$ cat src/rtl/hilo_divider_if.sv
// hilo_divider_if
// Request/response bundle between the ALU and the HI/LO divider.
//   signed_div_i : 1 = signed divide (DIV), 0 = unsigned (DIVU)
//   opdata1_i    : dividend
//   opdata2_i    : divisor
//   start_i      : request, held high until ready_o is seen
//   annul_i      : abort an in-flight divide (pipeline flush)
//   result_o     : {remainder, quotient}, zero while ready_o is low
//   ready_o      : result valid
// The master modport is the ALU side; the slave modport is the divider.
interface hilo_divider_if #(
    parameter int WIDTH = 32
);
    logic                   signed_div_i;
    logic [WIDTH-1:0]       opdata1_i;
    logic [WIDTH-1:0]       opdata2_i;
    logic                   start_i;
    logic                   annul_i;
    logic [2*WIDTH-1:0]     result_o;
    logic                   ready_o;

    modport master (
        output signed_div_i,
        output opdata1_i,
        output opdata2_i,
        output start_i,
        output annul_i,
        input  result_o,
        input  ready_o
    );

    modport slave (
        input  signed_div_i,
        input  opdata1_i,
        input  opdata2_i,
        input  start_i,
        input  annul_i,
        output result_o,
        output ready_o
    );
endinterface

$ cat src/rtl/hilo_divider.sv
// hilo_divider
// Multi-cycle radix-2 restoring divider for DIV/DIVU. One quotient bit is
// resolved per clock; a non-zero divide takes 32 iterations after the start
// edge, a divide by zero finishes after one extra cycle with a zero result.
// Ports:
//   clk : rising-edge clock
//   rst : asynchronous, active-low reset
//   bus : hilo_divider_if slave modport (operands, start/annul, result/ready)
// Outputs result_o and ready_o come straight from flops.
module hilo_divider #(
    parameter int WIDTH = 32
) (
    input  logic           clk,
    input  logic           rst,
    hilo_divider_if.slave  bus
);

    localparam int CW = $clog2(WIDTH);

    typedef enum logic [1:0] {
        ST_IDLE   = 2'd0,
        ST_BYZERO = 2'd1,
        ST_ON     = 2'd2,
        ST_END    = 2'd3
    } state_t;

    // Two's-complement magnitude of v when neg is set, raw value otherwise.
    function automatic logic [WIDTH-1:0] magnitude(input logic [WIDTH-1:0] v,
                                                   input logic             neg);
        logic [WIDTH-1:0] m;
        if (neg) begin
            m = ~v + WIDTH'(1);
        end else begin
            m = v;
        end
        return m;
    endfunction

    state_t             state_r,     state_s;
    logic [CW-1:0]      cnt_r,       cnt_s;
    logic [WIDTH-1:0]   rem_r,       rem_s;      // upper partial remainder
    logic [WIDTH-1:0]   quot_r,      quot_s;     // dividend shifts out, quotient shifts in
    logic [WIDTH-1:0]   divisor_r,   divisor_s;
    logic               dvd_neg_r,   dvd_neg_s;
    logic               dvs_neg_r,   dvs_neg_s;
    logic [2*WIDTH-1:0] result_r,    result_s;
    logic               ready_r,     ready_s;

    // Trial subtract: {rem, next dividend bit} - divisor. Because the
    // partial remainder is always below the divisor, the 33-bit result's
    // top bit is a reliable sign.
    logic [WIDTH:0]     partial_s;
    logic [WIDTH:0]     trial_s;
    logic               q_bit_s;
    logic [WIDTH-1:0]   rem_step_s;
    logic [WIDTH-1:0]   quot_step_s;

    assign partial_s   = {rem_r, quot_r[WIDTH-1]};
    assign trial_s     = partial_s - {1'b0, divisor_r};
    assign q_bit_s     = ~trial_s[WIDTH];
    assign rem_step_s  = q_bit_s ? trial_s[WIDTH-1:0] : partial_s[WIDTH-1:0];
    assign quot_step_s = {quot_r[WIDTH-2:0], q_bit_s};

    // Next-state and next-datapath logic for the divide FSM.
    always_comb begin
        state_s   = state_r;
        cnt_s     = cnt_r;
        rem_s     = rem_r;
        quot_s    = quot_r;
        divisor_s = divisor_r;
        dvd_neg_s = dvd_neg_r;
        dvs_neg_s = dvs_neg_r;
        result_s  = result_r;
        ready_s   = ready_r;

        case (state_r)
            ST_IDLE: begin
                if (bus.start_i && !bus.annul_i) begin
                    if (bus.opdata2_i == {WIDTH{1'b0}}) begin
                        state_s = ST_BYZERO;
                    end else begin
                        state_s   = ST_ON;
                        cnt_s     = {CW{1'b0}};
                        rem_s     = {WIDTH{1'b0}};
                        dvd_neg_s = bus.signed_div_i & bus.opdata1_i[WIDTH-1];
                        dvs_neg_s = bus.signed_div_i & bus.opdata2_i[WIDTH-1];
                        quot_s    = magnitude(bus.opdata1_i,
                                              bus.signed_div_i & bus.opdata1_i[WIDTH-1]);
                        divisor_s = magnitude(bus.opdata2_i,
                                              bus.signed_div_i & bus.opdata2_i[WIDTH-1]);
                    end
                end else begin
                    state_s = ST_IDLE;
                end
            end

            ST_BYZERO: begin
                state_s  = ST_END;
                result_s = {(2*WIDTH){1'b0}};
                ready_s  = 1'b1;
            end

            ST_ON: begin
                if (bus.annul_i) begin
                    // Flush: drop the partial result, no ready pulse.
                    state_s = ST_IDLE;
                    cnt_s   = {CW{1'b0}};
                    rem_s   = {WIDTH{1'b0}};
                    quot_s  = {WIDTH{1'b0}};
                end else begin
                    rem_s  = rem_step_s;
                    quot_s = quot_step_s;
                    cnt_s  = cnt_r + CW'(1);
                    if (cnt_r == CW'(WIDTH - 1)) begin
                        // Last bit resolved: quotient negated on differing
                        // signs, remainder follows the dividend's sign.
                        state_s  = ST_END;
                        cnt_s    = {CW{1'b0}};
                        ready_s  = 1'b1;
                        result_s = {magnitude(rem_step_s, dvd_neg_r),
                                    magnitude(quot_step_s, dvd_neg_r ^ dvs_neg_r)};
                    end else begin
                        state_s = ST_ON;
                    end
                end
            end

            ST_END: begin
                if (!bus.start_i) begin
                    state_s  = ST_IDLE;
                    ready_s  = 1'b0;
                    result_s = {(2*WIDTH){1'b0}};
                end else begin
                    state_s = ST_END;
                end
            end

            default: begin
                state_s  = ST_IDLE;
                cnt_s    = {CW{1'b0}};
                ready_s  = 1'b0;
                result_s = {(2*WIDTH){1'b0}};
            end
        endcase
    end

    // State, datapath and output registers with asynchronous clear.
    always_ff @(posedge clk or negedge rst) begin
        if (!rst) begin
            state_r   <= ST_IDLE;
            cnt_r     <= {CW{1'b0}};
            rem_r     <= {WIDTH{1'b0}};
            quot_r    <= {WIDTH{1'b0}};
            divisor_r <= {WIDTH{1'b0}};
            dvd_neg_r <= 1'b0;
            dvs_neg_r <= 1'b0;
            result_r  <= {(2*WIDTH){1'b0}};
            ready_r   <= 1'b0;
        end else begin
            state_r   <= state_s;
            cnt_r     <= cnt_s;
            rem_r     <= rem_s;
            quot_r    <= quot_s;
            divisor_r <= divisor_s;
            dvd_neg_r <= dvd_neg_s;
            dvs_neg_r <= dvs_neg_s;
            result_r  <= result_s;
            ready_r   <= ready_s;
        end
    end

    assign bus.result_o = result_r;
    assign bus.ready_o  = ready_r;

endmodule

$ cat src/flat_wrapper.sv
// flat-port wrapper written by rule: the top's interface ports become plain ports
module hilo_divider_flat 
#(
    parameter int WIDTH = 32
)
  (clk, rst, bus_signed_div_i, bus_opdata1_i, bus_opdata2_i, bus_start_i, bus_annul_i, bus_result_o, bus_ready_o);
  hilo_divider_if #(.WIDTH(WIDTH)) bus_i ();
  input  logic clk;
  input  logic rst;
  input wire logic [$bits(bus_i.signed_div_i)-1:0] bus_signed_div_i;
  input wire logic [$bits(bus_i.opdata1_i)-1:0] bus_opdata1_i;
  input wire logic [$bits(bus_i.opdata2_i)-1:0] bus_opdata2_i;
  input wire logic [$bits(bus_i.start_i)-1:0] bus_start_i;
  input wire logic [$bits(bus_i.annul_i)-1:0] bus_annul_i;
  output wire logic [$bits(bus_i.result_o)-1:0] bus_result_o;
  output wire logic [$bits(bus_i.ready_o)-1:0] bus_ready_o;
  assign bus_i.signed_div_i = bus_signed_div_i;
  assign bus_i.opdata1_i = bus_opdata1_i;
  assign bus_i.opdata2_i = bus_opdata2_i;
  assign bus_i.start_i = bus_start_i;
  assign bus_i.annul_i = bus_annul_i;
  assign bus_result_o = bus_i.result_o;
  assign bus_ready_o = bus_i.ready_o;
  hilo_divider #(.WIDTH(WIDTH)) u_core (.clk(clk), .rst(rst), .bus(bus_i));
endmodule
$ cat config.mk
export PLATFORM = sky130hd
export DESIGN_NAME = hilo_divider_flat
export DESIGN_NICKNAME = d
export VERILOG_FILES = /design/src/rtl/hilo_divider_if.sv /design/src/rtl/hilo_divider.sv /design/src/flat_wrapper.sv
export SDC_FILE = /design/constraint.sdc
export NUM_CORES = 1
export LEC_CHECK = 0
export CAP_MARGIN = 5
export CORE_MARGIN = 2
export CORE_UTILIZATION = 40
export DETAILED_ROUTE_END_ITERATION = 16
export DONT_BUFFER_PORTS = 1
export PLACE_DENSITY = 0.53
export SYNTH_ARGS = -nofsm -noshare
export SYNTH_HDL_FRONTEND = slang
export SYNTH_SLANG_ARGS = --single-unit
export TNS_END_PERCENT = 1
$ cat constraint.sdc
create_clock -name clk -period 6.7 [get_ports clk]
set_clock_uncertainty 0.2 [all_clocks]
set_input_delay 0.67 -clock clk [delete_from_list [all_inputs] [get_ports clk]]
set_output_delay 0.67 -clock clk [all_outputs]
set_load 0.01 [all_outputs]
==> results.sh <==
export IMPL_status="finished, violations left"
export IMPL_fin_util_pct=43.7
export IMPL_grt_pass1_wl_um=59700
export IMPL_syn_nets=1605
export IMPL_synth_seq_cells=170
export IMPL_multi_input_area_um2=7290
export IMPL_regArea_um2=4250
export IMPL_drv_slew=0
export IMPL_ant_nets=0
export IMPL_synth_top_cell_area_share_pct=35.3
export IMPL_drt_pass1_iter_count=5
export IMPL_setup_viol=0
export IMPL_async_flop_share_pct=100
export IMPL_critical_path_peak_fanout=41
export IMPL_vdd_ir_drop_worst_v=0.000211
export IMPL_mostFrequentLayoutCells="240 x o21ai_0, 228 x nand2_1, 170 x dfrtp_1, 101 x a21oi_1"
export IMPL_finalHoldViolCount=19
export IMPL_syn_to_final_growth_pct=7.26
export IMPL_cts_setup_buffers=0
export IMPL_viasPerCell=5.81
export IMPL_diodes=0
export IMPL_cts_tree="done"
export IMPL_layout_commonest_cell="o21ai_0"
export IMPL_r2r_end="u_core.bus.result_o[56]$_DFFE_PN0P_"
export IMPL_slew_headroom_pct=24.6
export IMPL_maxCapViolCount=0
export IMPL_die_h_um=178
export IMPL_overflow=0
export IMPL_clk_latency_ns=0.45
export IMPL_rrSetupSlack_ns=1.72
export IMPL_fin_setup_tns_ns=0
export IMPL_wl_per_cell_um=20.6
export IMPL_cts_buffers=17
export IMPL_io_buffers=0
export IMPL_start_util_pct=40.7
export IMPL_synth_distinct_cells=78
export IMPL_critPathTopFamily="compound AO/OA/AOI/OAI gates"
export IMPL_crit_required_ns=6.78
export IMPL_grt_use_met1_pct=37.1
export IMPL_grtUsageMet3_pct=5.40
export IMPL_cts_hold_buf=1
export IMPL_crit_slowest_cell="nor3_2"
export IMPL_leakage_nw=5.30
export IMPL_h_tree_depth=4
export IMPL_crit_path_start_kind="flip-flop"
export IMPL_vias=10700
export IMPL_io_pins=134
export IMPL_syn_avg_cell_area_um2=8.06
export IMPL_die_w_um=178
export IMPL_grt_use_total_pct=24.6
export IMPL_cts_root_buf="clkbuf_16"
export IMPL_grt_start_max_net_pins=171
export IMPL_worst_path_largest_cell_delay_ns=0.44
export IMPL_rsz0062_at_grt="no"
export IMPL_path_buf_inv=5
export IMPL_synth_area_top_cells="dfrtp_1 35%, o21ai_0 10%, nand2_1 7.1%"
export IMPL_fmax_ghz=0.201
export IMPL_cp_arrival_ns=5.05
export IMPL_ff2ff_path_depth=21
export IMPL_synthCells=1497
export IMPL_nets=1557
export IMPL_fp_dieArea_um2=31600
export IMPL_path_class="flip-flop to flip-flop"
export IMPL_endpoint_kind="flip-flop"
export IMPL_final_layout_size_suffix_gt1_share_pct=5.00
export IMPL_drc=0
export IMPL_gp_congestion=0.876
export IMPL_reg2reg_from="u_core.quot_r[31]$_DFFE_PN0P_"
export IMPL_ys_warn_count=0
export IMPL_cts_reportedPaths_clkPinSlew_ns=0.08
export IMPL_grt_most_used_layer="met1"
export IMPL_synth_seq_area_share_pct=35.3
export IMPL_period_share_pct=74.3
export IMPL_totalWireLength_um=38200
export IMPL_hpwl_um=28700
export IMPL_clock_sinks=170
export IMPL_path_cells="inv_1 -> ha_1 -> inv_1 -> fa_1 -> a211oi_4 -> o21a_4 -> a2111oi_4 -> o21a_1 -> nor3_2 -> nor2_4 -> inv_2 -> buf_4 -> nand2_1 -> o21ai_0 -> inv_1 -> ha_1 -> o21ai_0 -> and4bb_2 -> a21oi_1 -> xor2_1 -> o21ai_0"
export IMPL_cts_max_path_buffers=2
export IMPL_drt_iter0_markers=969
export IMPL_min_path_type="input port to async pin"
export IMPL_fp_row_count=63
export IMPL_cts_resized=0
export IMPL_synth_edf_count=0
export IMPL_synthFlopType="dfrtp_1"
export IMPL_powerDensity_nw_per_um2=364
export IMPL_yosysTopAreaCell="dfrtp_1"
export IMPL_num_fill_cells=3018
export IMPL_fin_crit_ns=4.98
export IMPL_antenna_found_initial=0
export IMPL_grt_util_met2_pct=34.8
export IMPL_worstMarginPinSlew_ns=1.13
export IMPL_syn_area_um2=12100
export IMPL_violations="negative hold slack"
export IMPL_path_depth=21
export IMPL_grt_pass1_vias=10000
export IMPL_coreArea_um2=29600
export IMPL_holdWs_ns=-0.0410
[flip-flops by register name, summed over array words and instances, names as in the netlist]
signal / count
u_core.bus.result_o: 64
u_core.divisor_r: 32
u_core.quot_r: 32
u_core.rem_r: 32
u_core.cnt_r: 5
u_core.state_r: 2
u_core.bus.ready_o: 1
u_core.dvd_neg_r: 1
u_core.dvs_neg_r: 1
[final cells by class]
class,count,share of cell area (%)
Timing Repair Buffer,12,0.851
Clock buffer,17,3.29
Inverter,59,1.71
Tap cell,390,3.77
Clock inverter,14,1.20
Multi-Input combinational cell,1189,56.3
Sequential cell,170,32.9
[worst register-to-register path, cell delays in order (launching register included)]
cell and delay (ns):
dfrtp_1 0.40, inv_1 0.08, ha_1 0.18, inv_1 0.06
fa_1 0.43, a211oi_4 0.27, o21a_4 0.21, a2111oi_4 0.08
o21a_1 0.25, nor3_2 0.44, nor2_4 0.05, inv_2 0.13
buf_4 0.41, nand2_1 0.12, o21ai_0 0.10, inv_1 0.09
ha_1 0.24, o21ai_0 0.22, and4bb_2 0.32, a21oi_1 0.21
xor2_1 0.20, o21ai_0 0.10
[cells in the mapped netlist, types with 4 or more instances]
library cell and count:
o21ai_0 240, nand2_1 229, dfrtp_1 170, a21oi_1 102
nor2_1 85, xnor2_1 84, xor2_1 60, inv_1 58
clkbuf_1 57, ha_1 38, nor3_1 34, nand3b_1 22
mux2i_1 21, or3_1 21, nand3_1 17, a31oi_1 15
buf_2 15, o31ai_1 15, nand2b_1 13, nand4_1 13
nor4_1 13, o41ai_1 12, nor2b_1 11, o21ai_1 9
and2_1 8, o211ai_1 8, a211oi_1 7, o21a_1 7
or4_1 7, a21boi_0 6, a22o_1 6, a22oi_1 6
and3_1 5, and4_1 5, mux2_2 5, a21o_1 4
a41oi_1 4, buf_6 4, nor3b_1 4
[through the flow]
stage,setup WS [ns],power (mW),instance area [um2],std cells
floorplan,2.08,3.06,12100,1497
global placement,1.83,3.68,12300,1819
detailed placement,1.76,3.68,12300,1819
CTS,1.74,4.71,12900,1851
global route,1.30,5.08,12900,1851
finish,1.72,4.72,12900,1851
[where the power goes]
part	internal [mW]	total [mW]	switching, mW
Combinational	0.808	2.28	1.48
Sequential	1.22	1.44	0.218
Clock	0.497	0.990	0.493
[cells by family (layout without fill, tap and decap cells)]
family	after synthesis	after routing	synth area share (%)
AOI/OAI and AO/OA	476	476	23.4
xor gates and xnor gates	144	144	10.5
adders and majority gates	39	39	4.11
buffers and inverters	138	102	4.70
DFF	170	170	35.3
muxes	26	26	2.21
and+or+nand+nor	504	504	19.9
[worst max path at each step]
stage | from | to | slack (ns)
5_1_grt | u_core.quot_r[31]$_DFFE_PN0P_ | u_core.bus.result_o[28]$_DFFE_PN0P_ | 1.30
4_1_cts | u_core.quot_r[31]$_DFFE_PN0P_ | u_core.bus.result_o[56]$_DFFE_PN0P_ | 1.74
3_5_place_dp | u_core.quot_r[31]$_DFFE_PN0P_ | u_core.bus.result_o[56]$_DFFE_PN0P_ | 1.76
2_1_floorplan | u_core.quot_r[31]$_DFFE_PN0P_ | u_core.bus.result_o[62]$_DFFE_PN0P_ | 2.08
6_report | u_core.quot_r[31]$_DFFE_PN0P_ | u_core.bus.result_o[56]$_DFFE_PN0P_ | 1.72
3_3_place_gp | u_core.quot_r[31]$_DFFE_PN0P_ | u_core.bus.result_o[28]$_DFFE_PN0P_ | 1.83
[metal layers]
metal / wire length, um / up-vias
met3: 2570 / 36
met1: 18800 / 5190
met5: 0 / -
li1: - / 5210
met2: 16000 / 312
met4: 820 / 0
(Power assumes the default switching activity.)
